File: config.mk
export PLATFORM = sky130hd
export DESIGN_NAME = reg_wb_ctrl
export DESIGN_NICKNAME = d
export VERILOG_FILES = /design/src/rtl/reg_wb_ctrl_pkg.sv /design/src/rtl/reg_wb_ctrl_scoreboard.sv /design/src/rtl/reg_wb_ctrl.sv
export SDC_FILE = /design/constraint.sdc
export NUM_CORES = 1
export LEC_CHECK = 0
export BUFFER_PORTS_ARGS = -buffer_cell sky130_fd_sc_hd__clkbuf_2
export CAP_MARGIN = 20
export CELL_PAD_IN_SITES_DETAIL_PLACEMENT = 1
export CELL_PAD_IN_SITES_GLOBAL_PLACEMENT = 2
export CORE_ASPECT_RATIO = 1.25
export CORE_MARGIN = 4
export CORE_UTILIZATION = 29
export CTS_CLUSTER_DIAMETER = 100
export DETAILED_ROUTE_END_ITERATION = 6
export PLACE_DENSITY = 0.85
export SYNTH_ARGS = -nofsm -noshare
export SYNTH_HDL_FRONTEND = slang
export SYNTH_SLANG_ARGS = --single-unit
File: constraint.sdc
create_clock -name clk -period 4.7 [get_ports clk]
set_input_delay 0.235 -clock clk [delete_from_list [all_inputs] [get_ports clk]]
set_output_delay 0.235 -clock clk [all_outputs]
set_load 0.01 [all_outputs]
File: src/rtl/reg_wb_ctrl_pkg.sv
// Shared constants and types for the register-file write-back controller.
package reg_wb_ctrl_pkg;

  localparam logic [31:0] ZERO_WORD = 32'h0000_0000;
  localparam logic [4:0]  ZERO_REG  = 5'd0;
  localparam int unsigned CNT_W     = 3;
  localparam int unsigned STARVE_W  = 4;

  typedef enum logic {
    NORMAL = 1'b0,
    HOLD   = 1'b1
  } starve_state_e;

  function automatic logic [31:0] reg_onehot(input logic [4:0] idx);
    return 32'(1) << idx;
  endfunction

endpackage

File: src/rtl/reg_wb_ctrl_scoreboard.sv
// Pending-register scoreboard and outstanding long-latency op counter; raises
// the ID stall for RAW/WAW hazards on pending registers or when capacity is full.
module wb_scoreboard
  import reg_wb_ctrl_pkg::*;
#(
  parameter int unsigned MAX_OUTST = 4
) (
  input  logic       clk,
  input  logic       rst_n,
  input  logic       issue_long_i,
  input  logic [4:0] issue_rd_i,
  input  logic       lsu_acc_i,
  input  logic [4:0] lsu_waddr_i,
  input  logic [4:0] id_rs1_i,
  input  logic [4:0] id_rs2_i,
  input  logic [4:0] id_rd_i,
  output logic       stall_o
);

  logic [31:0]      pending_q, pending_d, pending_eff;
  logic [31:0]      set_mask, clr_mask;
  logic [CNT_W-1:0] count_q, count_d;
  logic             full;

  always_comb begin
    set_mask = ZERO_WORD;
    clr_mask = ZERO_WORD;
    if (issue_long_i && (issue_rd_i != ZERO_REG)) set_mask = reg_onehot(issue_rd_i);
    if (lsu_acc_i) clr_mask = reg_onehot(lsu_waddr_i);
    // Register being written this cycle is forwarded by the RF, so it no longer stalls.
    pending_eff = pending_q & ~clr_mask;
    pending_d   = pending_eff | set_mask;

    count_d = count_q;
    if (issue_long_i && !lsu_acc_i && (count_q != CNT_W'(MAX_OUTST)))
      count_d = count_q + CNT_W'(1);
    else if (lsu_acc_i && !issue_long_i && (count_q != '0))
      count_d = count_q - CNT_W'(1);

    full    = (count_q == CNT_W'(MAX_OUTST));
    stall_o = rst_n & (pending_eff[id_rs1_i] | pending_eff[id_rs2_i] |
                       pending_eff[id_rd_i] | full);
  end

  always_ff @(posedge clk or negedge rst_n) begin
    if (!rst_n) begin
      pending_q <= ZERO_WORD;
      count_q   <= '0;
    end else begin
      pending_q <= pending_d;
      count_q   <= count_d;
    end
  end

  a_no_underflow: assert property (@(posedge clk) disable iff (!rst_n)
    !(lsu_acc_i && (count_q == '0)));
  a_no_overflow: assert property (@(posedge clk) disable iff (!rst_n)
    !(issue_long_i && !lsu_acc_i && (count_q == CNT_W'(MAX_OUTST))));

endmodule

File: src/rtl/reg_wb_ctrl.sv
// Write-back controller: shares the RF write port between EX and the long-latency
// path, with a starvation hold that guarantees the long-latency path is served.
module reg_wb_ctrl
  import reg_wb_ctrl_pkg::*;
#(
  parameter int unsigned STARVE_MAX = 4,
  parameter int unsigned MAX_OUTST  = 4
) (
  input  logic        clk,
  input  logic        rst_n,
  input  logic        ex_wen_i,
  input  logic [4:0]  ex_waddr_i,
  input  logic [31:0] ex_wdata_i,
  input  logic        lsu_valid_i,
  input  logic [4:0]  lsu_waddr_i,
  input  logic [31:0] lsu_wdata_i,
  output logic        lsu_ready_o,
  input  logic        issue_long_i,
  input  logic [4:0]  issue_rd_i,
  input  logic [4:0]  id_rs1_i,
  input  logic [4:0]  id_rs2_i,
  input  logic [4:0]  id_rd_i,
  output logic        stall_o,
  output logic        ex_hold_o,
  output logic        reg_wen_o,
  output logic [4:0]  reg_waddr_o,
  output logic [31:0] reg_wdata_o
);

  starve_state_e       state_q, state_d;
  logic [STARVE_W-1:0] starve_q, starve_d;
  logic                lsu_acc;

  always_comb begin
    lsu_ready_o = rst_n & ~ex_wen_i;
    lsu_acc     = lsu_valid_i & lsu_ready_o;
    reg_wen_o   = 1'b0;
    reg_waddr_o = ZERO_REG;
    reg_wdata_o = ZERO_WORD;
    if (rst_n && ex_wen_i) begin
      reg_wen_o   = 1'b1;
      reg_waddr_o = ex_waddr_i;
      reg_wdata_o = ex_wdata_i;
    end else if (rst_n && lsu_valid_i) begin
      reg_wen_o   = 1'b1;
      reg_waddr_o = lsu_waddr_i;
      reg_wdata_o = lsu_wdata_i;
    end
  end

  always_comb begin
    state_d  = state_q;
    starve_d = starve_q;
    case (state_q)
      NORMAL: begin
        if (lsu_valid_i && !lsu_ready_o) begin
          if (starve_q == STARVE_W'(STARVE_MAX - 1)) begin
            state_d  = HOLD;
            starve_d = '0;
          end else begin
            starve_d = starve_q + STARVE_W'(1);
          end
        end else begin
          starve_d = '0;
        end
      end
      HOLD: begin
        state_d  = NORMAL;
        starve_d = '0;
      end
      default: begin
        state_d  = NORMAL;
        starve_d = '0;
      end
    endcase
  end

  always_ff @(posedge clk or negedge rst_n) begin
    if (!rst_n) begin
      state_q  <= NORMAL;
      starve_q <= '0;
    end else begin
      state_q  <= state_d;
      starve_q <= starve_d;
    end
  end

  assign ex_hold_o = (state_q == HOLD);

  wb_scoreboard #(.MAX_OUTST(MAX_OUTST)) u_sb (
    .clk          (clk),
    .rst_n        (rst_n),
    .issue_long_i (issue_long_i),
    .issue_rd_i   (issue_rd_i),
    .lsu_acc_i    (lsu_acc),
    .lsu_waddr_i  (lsu_waddr_i),
    .id_rs1_i     (id_rs1_i),
    .id_rs2_i     (id_rs2_i),
    .id_rd_i      (id_rd_i),
    .stall_o      (stall_o)
  );

  a_no_ex_in_hold: assert property (@(posedge clk) disable iff (!rst_n)
    !(ex_hold_o && ex_wen_i));

endmodule
### Word level (Yosys, flattened, before mapping)

Index checks and enable logic that the tools add are counted.

* bits in registers: 40
* latch bits: 0
* RAM bits: 0
* bits in read-only memories: 0
* bits of input ports: 99
* output and inout bits: 41
* word-level logic and storage cells: 62
* memories kept: 0

* add/sub/neg operators: 3
* multiply operators: 0
* divide/modulo/power cells: 0
* order comparisons: 3
* equal/unequal tests: 3
* shift operators: 2
* multiplexer cells: 22
* bitwise logic cells: 11
* reductions and logical operators: 14

Operators with widths (number)
* two-way mux 32 bit: 4
* left shift 1 x 5 -> 32 bit (first input constant): 2
* bitwise AND 32 bit: 1
* NOT 32 bit: 1
* bitwise OR 32 bit: 1
* less-than comparator 5 x 6 -> 1 bit (second input constant): 3
* binary-select mux 1 bit (select 5 bit): 3
* two-way mux 5 bit: 2
* logical AND 1 bit: 8
* two-way mux 4 bit: 2
* case mux 4 bit (2 select lines): 1
* two-way mux 1 bit: 7
* two-way mux 3 bit: 2
* nonzero test 5 bit: 1
* adder 4 x 1 -> 4 bit (second input constant): 1
* == test 4 x 2 -> 1 bit (second input constant): 1
* adder 3 x 1 -> 3 bit (second input constant): 1
* bitwise AND 1 bit: 3
* == test 3 bit (second input constant): 1
* zero test 1 bit: 3
* != test 3 bit (second input constant): 1
* bitwise OR 1 bit: 3
* nonzero test 3 bit: 1
* subtractor 3 x 1 -> 3 bit (second input constant): 1
* 3 further kinds: 4

### Longest topological paths before layout

Gate-level depths: netlist (run 1).

* depth after elaboration: 12
* mapped depth: 9
* depth with buffers taken out: 8

### Cells and area by module

A second synthesis (run 1) with hierarchy kept.

* cells, all modules: 385
* area, all modules: 3235.6 sq um

By module, submodules not included
* wb_scoreboard: times used 1, cells an instance 317, area an instance 2602.5 sq um, sequential area each 875.8 sq um
* reg_wb_ctrl: times used 1, cells an instance 68, area an instance 633.1 sq um, sequential area each 125.1 sq um

### Least setup slack after synthesis (run 1)

OpenSTA, ideal clock, no wires.

* kind: input-to-output
* start point: in lsu_waddr_i[2]
* end point: out stall_o
* data arrival time: 2.196 ns
* required time: 4.465 ns
* path slack: 2.269 ns
* stages on the path: 7
* path buffers: 1
* cell sequence: buf_2 > or2b_1 > or3_4 > a32o_1 > or3b_1 > a41o_1 > o41a_1

* word-level cells in the longest chain between the ends: 10
* elaborated cells on any way between the ends: 14
* those cells by class: 1 x shift; 7 x mux; 6 x bitwise

RTL lines
* from (decl): RTL line reg_wb_ctrl.sv:15 `input logic [4:0] lsu_waddr_i,`
* left shift 1 x 5 -> 32 bit (*): RTL line reg_wb_ctrl_pkg.sv:15 `return 32'(1) << idx;`
* two-way mux 32 bit (*): RTL line reg_wb_ctrl_scoreboard.sv:29 `if (lsu_acc_i) clr_mask = reg_onehot(lsu_waddr_i);`
* NOT 32 bit (*): RTL line reg_wb_ctrl_scoreboard.sv:31 `pending_eff = pending_q & ~clr_mask;`
* bitwise AND 32 bit (*): RTL line reg_wb_ctrl_scoreboard.sv:31
* binary-select mux 1 bit (select 5 bit): RTL line reg_wb_ctrl_scoreboard.sv:41 `stall_o = rst_n & (pending_eff[id_rs1_i] | pending_eff[id_rs2_i] |`
* two-way mux 1 bit (implied by the code): RTL line reg_wb_ctrl_scoreboard.sv:41
* bitwise OR 1 bit: RTL line reg_wb_ctrl_scoreboard.sv:41
* bitwise OR 1 bit (*): RTL line reg_wb_ctrl_scoreboard.sv:41
* bitwise OR 1 bit (*): RTL line reg_wb_ctrl_scoreboard.sv:42 `pending_eff[id_rd_i] | full);`
* bitwise AND 1 bit (*): RTL line reg_wb_ctrl_scoreboard.sv:41
* to (decl): RTL line reg_wb_ctrl.sv:23 `output logic stall_o,`

Mark *: on every way between the ends. The rest lies on a longest branch, timed or not. The select of a mux whose other input is x is not followed.

### Final worst setup path (run 1)

* start point: in rst_n
* end point: out stall_o

* word-level cells in the longest chain between the ends: 11
* elaborated cells on any way between the ends: 15
* those cells by class: 7 x mux; 8 x bitwise

RTL lines
* from (decl): RTL line reg_wb_ctrl.sv:10 `input logic rst_n,`
* bitwise AND 1 bit: RTL line reg_wb_ctrl.sv:35 `lsu_ready_o = rst_n & ~ex_wen_i;`
* bitwise AND 1 bit: RTL line reg_wb_ctrl.sv:36 `lsu_acc = lsu_valid_i & lsu_ready_o;`
* two-way mux 32 bit: RTL line reg_wb_ctrl_scoreboard.sv:29
* NOT 32 bit: RTL line reg_wb_ctrl_scoreboard.sv:31
* bitwise AND 32 bit: RTL line reg_wb_ctrl_scoreboard.sv:31
* binary-select mux 1 bit (select 5 bit): RTL line reg_wb_ctrl_scoreboard.sv:41
* two-way mux 1 bit (implied by the code): RTL line reg_wb_ctrl_scoreboard.sv:41
* bitwise OR 1 bit (2 in a row): RTL line reg_wb_ctrl_scoreboard.sv:41
* bitwise OR 1 bit: RTL line reg_wb_ctrl_scoreboard.sv:42
* bitwise AND 1 bit (*): RTL line reg_wb_ctrl_scoreboard.sv:41

Marked as above.

==> out/results.ini, run 1 <==
[status]
outcome = completed

[global_routing]
grt_max_degree = 42
number_of_antenna_violations_at_the_first_check_in_global_routing = 0
grt_pass1_wl_um = 24900
global_route.overflow_total = 0
grt_pass1_vias = 4445
gr-usage-all-layers_pct = 23.3

[sta]
report.final.hold_viol_count = 0
period_share_pct = 82.8
max_slew_violation_count = 0
setup-violations-final = 0
rsz0062_at_grt = no
fin_skew_ps = 0.662
setup-tns-final_ps = 0
post-route-min-period_ps = 3890
tightestPinTransition_ps = 728
max_freq_mhz = 257
slew-limit-headroom_pct = 50.2

[critical_path]
worst_path_dominant_cell_family = compound AO/OA/AOI/OAI gates
path_class = in -> out
crit_buf_inv = 3
critical_path.startpoint_type = primary input
timing.critical_path.slowest_stage_cell = sky130_fd_sc_hd__o31ai_1
crit_path_max_incr_delay_ps = 720
worst-path-max-fanout = 14
worst_endpoint_required_time_ps = 4470
path_cells = dlygate4sd3_1 > clkbuf_2 > nand4bb_1 > o31ai_1 > o22ai_1 > nor4_1 > a2bb2oi_1 > nand4_1 > o41a_1 > clkbuf_2
crit_top_cell = sky130_fd_sc_hd__clkbuf_2
critical_path_cell_count = 10
worst_ep_arrival_time_ps = 3650
cp-end-kind = output port
r2r_cells = 8

[cells_and_area]
area_delta_synth_final_pct = 28.1
nets = 634
fillerInstances = 1472
multi_input_gate_area_in_the_final_layout_um2 = 2270
post_route_cells_drive_above_1_share_pct = 31.5
layout.area.seq_um2 = 1000
layout_commonest_cell = sky130_fd_sc_hd__clkbuf_2
finish.utilization_pct = 38.1
highest_count_cells_in_the_layout_ignoring_fill_and_taps = sky130_fd_sc_hd__clkbuf_2 (139), sky130_fd_sc_hd__dfrtp_1 (40), sky130_fd_sc_hd__nand2_1 (33), sky130_fd_sc_hd__o21ai_0 (33), sky130_fd_sc_hd__a22o_1 (33)
n_antenna_cell = 0

[drt]
wl_per_cell_um = 23.7
avgViaCountPerCell = 6.04
drt_drc_violations_left = 0
vias = 4200
routed_wirelength_um = 16400
drt_initial_violations = 395
drtPass1Iterations = 5
drtAntennaViolNets = 0

[die]
floorplan.die_area_um2 = 13800
num_io_pins = 140
start_util_pct = 29.7
num_rows = 44
fp.coreArea_um2 = 11700
dieHeight_um = 130
fp.dieW_um = 106

[synth]
synth_fp_nets = 517
netlist.top_cell.by_area = sky130_fd_sc_hd__dfrtp_1
post_synth_inst_count = 416
synth_sequential_area_ratio_pct = 28.8
yosys_most_used_dff = sky130_fd_sc_hd__dfrtp_1
postSynth.asyncResetShare_pct = 100
synthTopCellsByArea = sky130_fd_sc_hd__dfrtp_1 (29%), sky130_fd_sc_hd__a22o_1 (8.3%), sky130_fd_sc_hd__o31ai_1 (5.0%)
yosysTopAreaCellShare_pct = 28.8
synth_enable_flop_cells = 0
syn-cell-area_um2 = 3470
yosys_register_bits = 40
syn-mean-instance-area_um2 = 8.35
ys.warnings.count = 0
post_synth_num_cell_types = 73

[hold_path]
hold_path_class = in -> async

[clock_network]
clock_tree.buffer_depth = 2
tritoncts.num_buffers = 5
cts_tree = yes
number_of_sinks_handled_by_clock_tree_synthesis = 40
setup_repair_bufs_after_cts = 0
clock_insertion_delay_worst_skew_ps = 290
buffer_cell_driving_the_clock_tree_root = sky130_fd_sc_hd__clkbuf_16
path_clk_slew_ps = 60
cts.htree.levels = 2

[power]
p_per_area_nw_per_um2 = 306
p_leak_nw = 1.95
max-vdd-ir-drop_v = 0.000152

[place]
routabilityCongestion = 0.991
numPortBuffers = 139
detailedPlacementHpwl_um = 13000

[run]
maxCapViolCount = 0

## per-layer routing
metal	up-vias	GRT usage [%]	wire (um)
met4	0	9.76	512
met3	37	5.44	1390
met2	242	39.6	8090
li1	1887	-	-
met1	2034	28.5	6450
met5	-	0	0
## through the flow
| stage | total power [W] | cell area [um^2] | std cells | hold slack (ps) | setup WS, ps |
|---|---|---|---|---|---|
| 2_1_floorplan | 0.000775 | 3470 | 416 | -60.6 | 2270 |
| 5_1_grt | 0.00144 | 4450 | 695 | 321 | 614 |
| 3_5_place_dp | 0.000988 | 4280 | 686 | 73.2 | 1460 |
| 3_3_place_gp | 0.000972 | 4260 | 685 | 60.7 | 1450 |
| 6_report | 0.00136 | 4450 | 695 | 301 | 810 |
| 4_1_cts | 0.00136 | 4450 | 695 | 300 | 924 |
## final cells by class
class                   instances  area share, %
clock inverters                 2          0.338
flip-flops and latches         40           22.5
well taps                     161           4.53
inverters                      16           1.35
clock buffers                   6           3.12
multi-input cells             326           51.2
repair buffers                144           17.0
## worst register-to-register path, delay by kind of cell (launching register included)
family,cells,cell delay [ps]
simple gates,4,680
flops,1,430
fa+ha+maj,1,440
compound gates,3,350
## synth_stat cells (6+ instances only)
| master | number |
|---|---|
| sky130_fd_sc_hd__o311ai_0 | 13 |
| sky130_fd_sc_hd__a22o_1 | 33 |
| sky130_fd_sc_hd__nand2b_1 | 13 |
| sky130_fd_sc_hd__clkbuf_1 | 24 |
| sky130_fd_sc_hd__buf_2 | 7 |
| sky130_fd_sc_hd__dfrtp_1 | 40 |
| sky130_fd_sc_hd__nand3_1 | 12 |
| sky130_fd_sc_hd__o22ai_1 | 9 |
| sky130_fd_sc_hd__a21oi_1 | 6 |
| sky130_fd_sc_hd__inv_1 | 15 |
| sky130_fd_sc_hd__o31ai_1 | 23 |
| sky130_fd_sc_hd__nor2_1 | 24 |
| sky130_fd_sc_hd__nor2b_1 | 6 |
| sky130_fd_sc_hd__nor3_1 | 8 |
| sky130_fd_sc_hd__nand2_1 | 33 |
| sky130_fd_sc_hd__a2111oi_0 | 6 |
| sky130_fd_sc_hd__o21ai_0 | 33 |
## logic make-up (layout without fill, tap and decap cells)
family	after synthesis	count (layout)	share of synthesized area [%]
simple gates	136	136	21.4
xor+xnor	2	2	0.505
fa+ha+maj	2	2	0.937
compound gates	178	178	39.6
buf+inv	50	168	5.66
mux	8	8	3.10
flops	40	40	28.8
## registers in the layout (all words and copies together) (netlist names)
register / cells
ex_hold_o: 1
starve_q: 4
u_sb.pending_q: 32
u_sb.count_q: 3
## power by group
part | internal, W | switching [W] | total (W)
clock | 0.000211 | 0.000154 | 0.000365
combinational | 0.000208 | 0.000308 | 0.000515
sequential | 0.000422 | 0.0000575 | 0.000479
## worst paths after layout
| check | from | to | slack, ps |
|---|---|---|---|
| max in group asynchronous | rst_n | u_sb.pending_q[31]$_DFF_PN0_ | 3620 |
| max reg2reg | u_sb.count_q[0]$_DFFE_PN0P_ | u_sb.count_q[2]$_DFFE_PN0P_ | 2740 |
| max | rst_n | stall_o | 810 |
| min reg2reg | starve_q[0]$_DFF_PN0_ | starve_q[0]$_DFF_PN0_ | 470 |
| min | rst_n | u_sb.pending_q[2]$_DFF_PN0_ | 300 |
| min in group clk | issue_rd_i[1] | u_sb.pending_q[4]$_DFF_PN0_ | 300 |
## what timing repair did
| action | CTS | global route |
|---|---|---|
| hold buffers | 1 | 0 |
| endpoints found under the hold margin | 2 | 0 |
| resized for setup | 0 | 0 |
| setup endpoints to repair | 0 | 0 |
Power figures use the tool's default switching activity.
==> run 2: changes to the inputs <==
CORE_UTILIZATION = 25   (was 29)
PLACE_DENSITY = 0.78   (was 0.85)
clock period = 3.1 ns   (was 4.7 ns; I/O delays follow)
==> out/results.ini, run 2 (synthesis gave the netlist of run 1 again) <==
[die]
start_util_pct = 25.9
fp.coreArea_um2 = 13400
num_rows = 47
fp.dieW_um = 113
floorplan.die_area_um2 = 15800
dieHeight_um = 140
num_io_pins = 140

[critical_path]
crit_buf_inv = 2
path_class = in -> out
worst_endpoint_required_time_ps = 2940
worst_ep_arrival_time_ps = 2650
crit_top_cell = sky130_fd_sc_hd__clkbuf_2
cp-end-kind = output port
worst_path_dominant_cell_family = compound AO/OA/AOI/OAI gates
timing.critical_path.slowest_stage_cell = sky130_fd_sc_hd__o31ai_1
crit_path_max_incr_delay_ps = 610
worst-path-max-fanout = 14
critical_path.startpoint_type = primary input
path_cells = clkbuf_2 > nand2b_1 > o31ai_1 > mux2_2 > o22ai_1 > o311ai_0 > nand4_1 > o41a_1 > clkbuf_2
reg2reg_setup_slack_ps = 1190

[clock_network]
cts_tree = yes
setup_repair_bufs_after_cts = 0
path_clk_slew_ps = 60
clock_tree.buffer_depth = 2
buffer_cell_driving_the_clock_tree_root = sky130_fd_sc_hd__clkbuf_16
tritoncts.num_buffers = 5
cts.htree.levels = 2
clock_insertion_delay_worst_skew_ps = 290
number_of_sinks_handled_by_clock_tree_synthesis = 40
cts-resized-gates = 0
ctsHoldBuffers = 0

[drt]
avgViaCountPerCell = 5.89
vias = 4259
wl_per_cell_um = 23.3
routed_wirelength_um = 16800
drt_initial_violations = 266
drtAntennaViolNets = 0
drt_drc_violations_left = 0
drtPass1Iterations = 5

[power]
fin_total_pwr_w = 0.00225
p_per_area_nw_per_um2 = 488
max-vdd-ir-drop_v = 0.000209
p_leak_nw = 2.05

[cells_and_area]
multi_input_gate_area_in_the_final_layout_um2 = 2270
fillerInstances = 1660
layout.area.seq_um2 = 1000
top_regs = u_sb.pending_q x32, starve_q x4, u_sb.count_q x3
n_antenna_cell = 0
nets = 653
layout_commonest_cell = sky130_fd_sc_hd__clkbuf_2
post_route_cells_drive_above_1_share_pct = 33.9
final_cell_area_um2 = 4610
largest-register = u_sb.pending_q
largest_register_ff_count = 32
area_delta_synth_final_pct = 32.8
highest_count_cells_in_the_layout_ignoring_fill_and_taps = sky130_fd_sc_hd__clkbuf_2 (139), sky130_fd_sc_hd__dfrtp_1 (40), sky130_fd_sc_hd__nand2_1 (33), sky130_fd_sc_hd__o21ai_0 (33), sky130_fd_sc_hd__a22o_1 (33)

[global_routing]
busiest_layer = met2
gr-usage-all-layers_pct = 20.9
grt_use_met3_pct = 4.21
global_route.overflow_total = 0
number_of_antenna_violations_at_the_first_check_in_global_routing = 0
grt_max_degree = 44
grt_use_met2_pct = 36.2
grt_pass1_wl_um = 25800
grt_use_met1_pct = 24.5
grt_pass1_vias = 4537

[place]
detailedPlacementHpwl_um = 13700
numPortBuffers = 139
routabilityCongestion = 0.990
postPlaceCellArea_um2 = 4430

[sta]
max_slew_violation_count = 0
slew-limit-headroom_pct = 59.7
max_freq_mhz = 356
setup-tns-final_ps = 0
report.final.hold_viol_count = 0
period_share_pct = 90.5
rsz0062_at_grt = no
tightestPinTransition_ps = 589
post-route-min-period_ps = 2810
fin_skew_ps = 1.34
setup-violations-final = 0

[run]
maxCapViolCount = 0

[hold_path]
hold_path_class = in -> async

[status]
outcome = completed

==> run 2: path summary, 6_finish.rpt <==
path	from	end	cells past startpoint
max	lsu_waddr_i[4]	stall_o	9
min	rst_n	u_sb.pending_q[15]$_DFF_PN0_	2
max reg2reg	u_sb.count_q[0]$_DFFE_PN0P_	u_sb.count_q[2]$_DFFE_PN0P_	8
min reg2reg	starve_q[0]$_DFF_PN0_	starve_q[0]$_DFF_PN0_	1
max in group asynchronous	rst_n	starve_q[0]$_DFF_PN0_	2
min in group clk	issue_rd_i[1]	u_sb.pending_q[4]$_DFF_PN0_	4
==> run 2: cell type report <==
class | instances | share of cell area (%)
clock buffer | 5 | 2.71
clock inverter | 2 | 1.30
inverter | 16 | 1.30
multi-input combinational | 326 | 49.3
sequential | 40 | 21.7
tap | 171 | 4.64
timing repair buffer | 163 | 19.0
==> run 2: layer usage <==
layer  vias to the layer above  part of all wire, %
li1                       1928                    -
met1                      2065                   39
met2                       223                   50
met3                        43                  7.3
met4                         0                  4.1
met5                         -                    0
==> run 2: per-stage QoR <==
step                utilization [%]  setup slack [ps]  std cells  hold WS (ps)
finish                         34.4               294        723           114
detailed placement             33.0               322        716           455
global route                   34.4              56.6        723           200
CTS                            34.4               318        723           149
global placement               33.0               318        716           426
floorplan                         -               829        416          -141
==> run 2: where the power goes <==
group	switching, W	internal (W)	total [W]
combinational	0.000494	0.000365	0.000859
clock	0.000214	0.000457	0.000671
sequential	0.0000801	0.000640	0.000720
total	0.000789	0.00146	0.00225
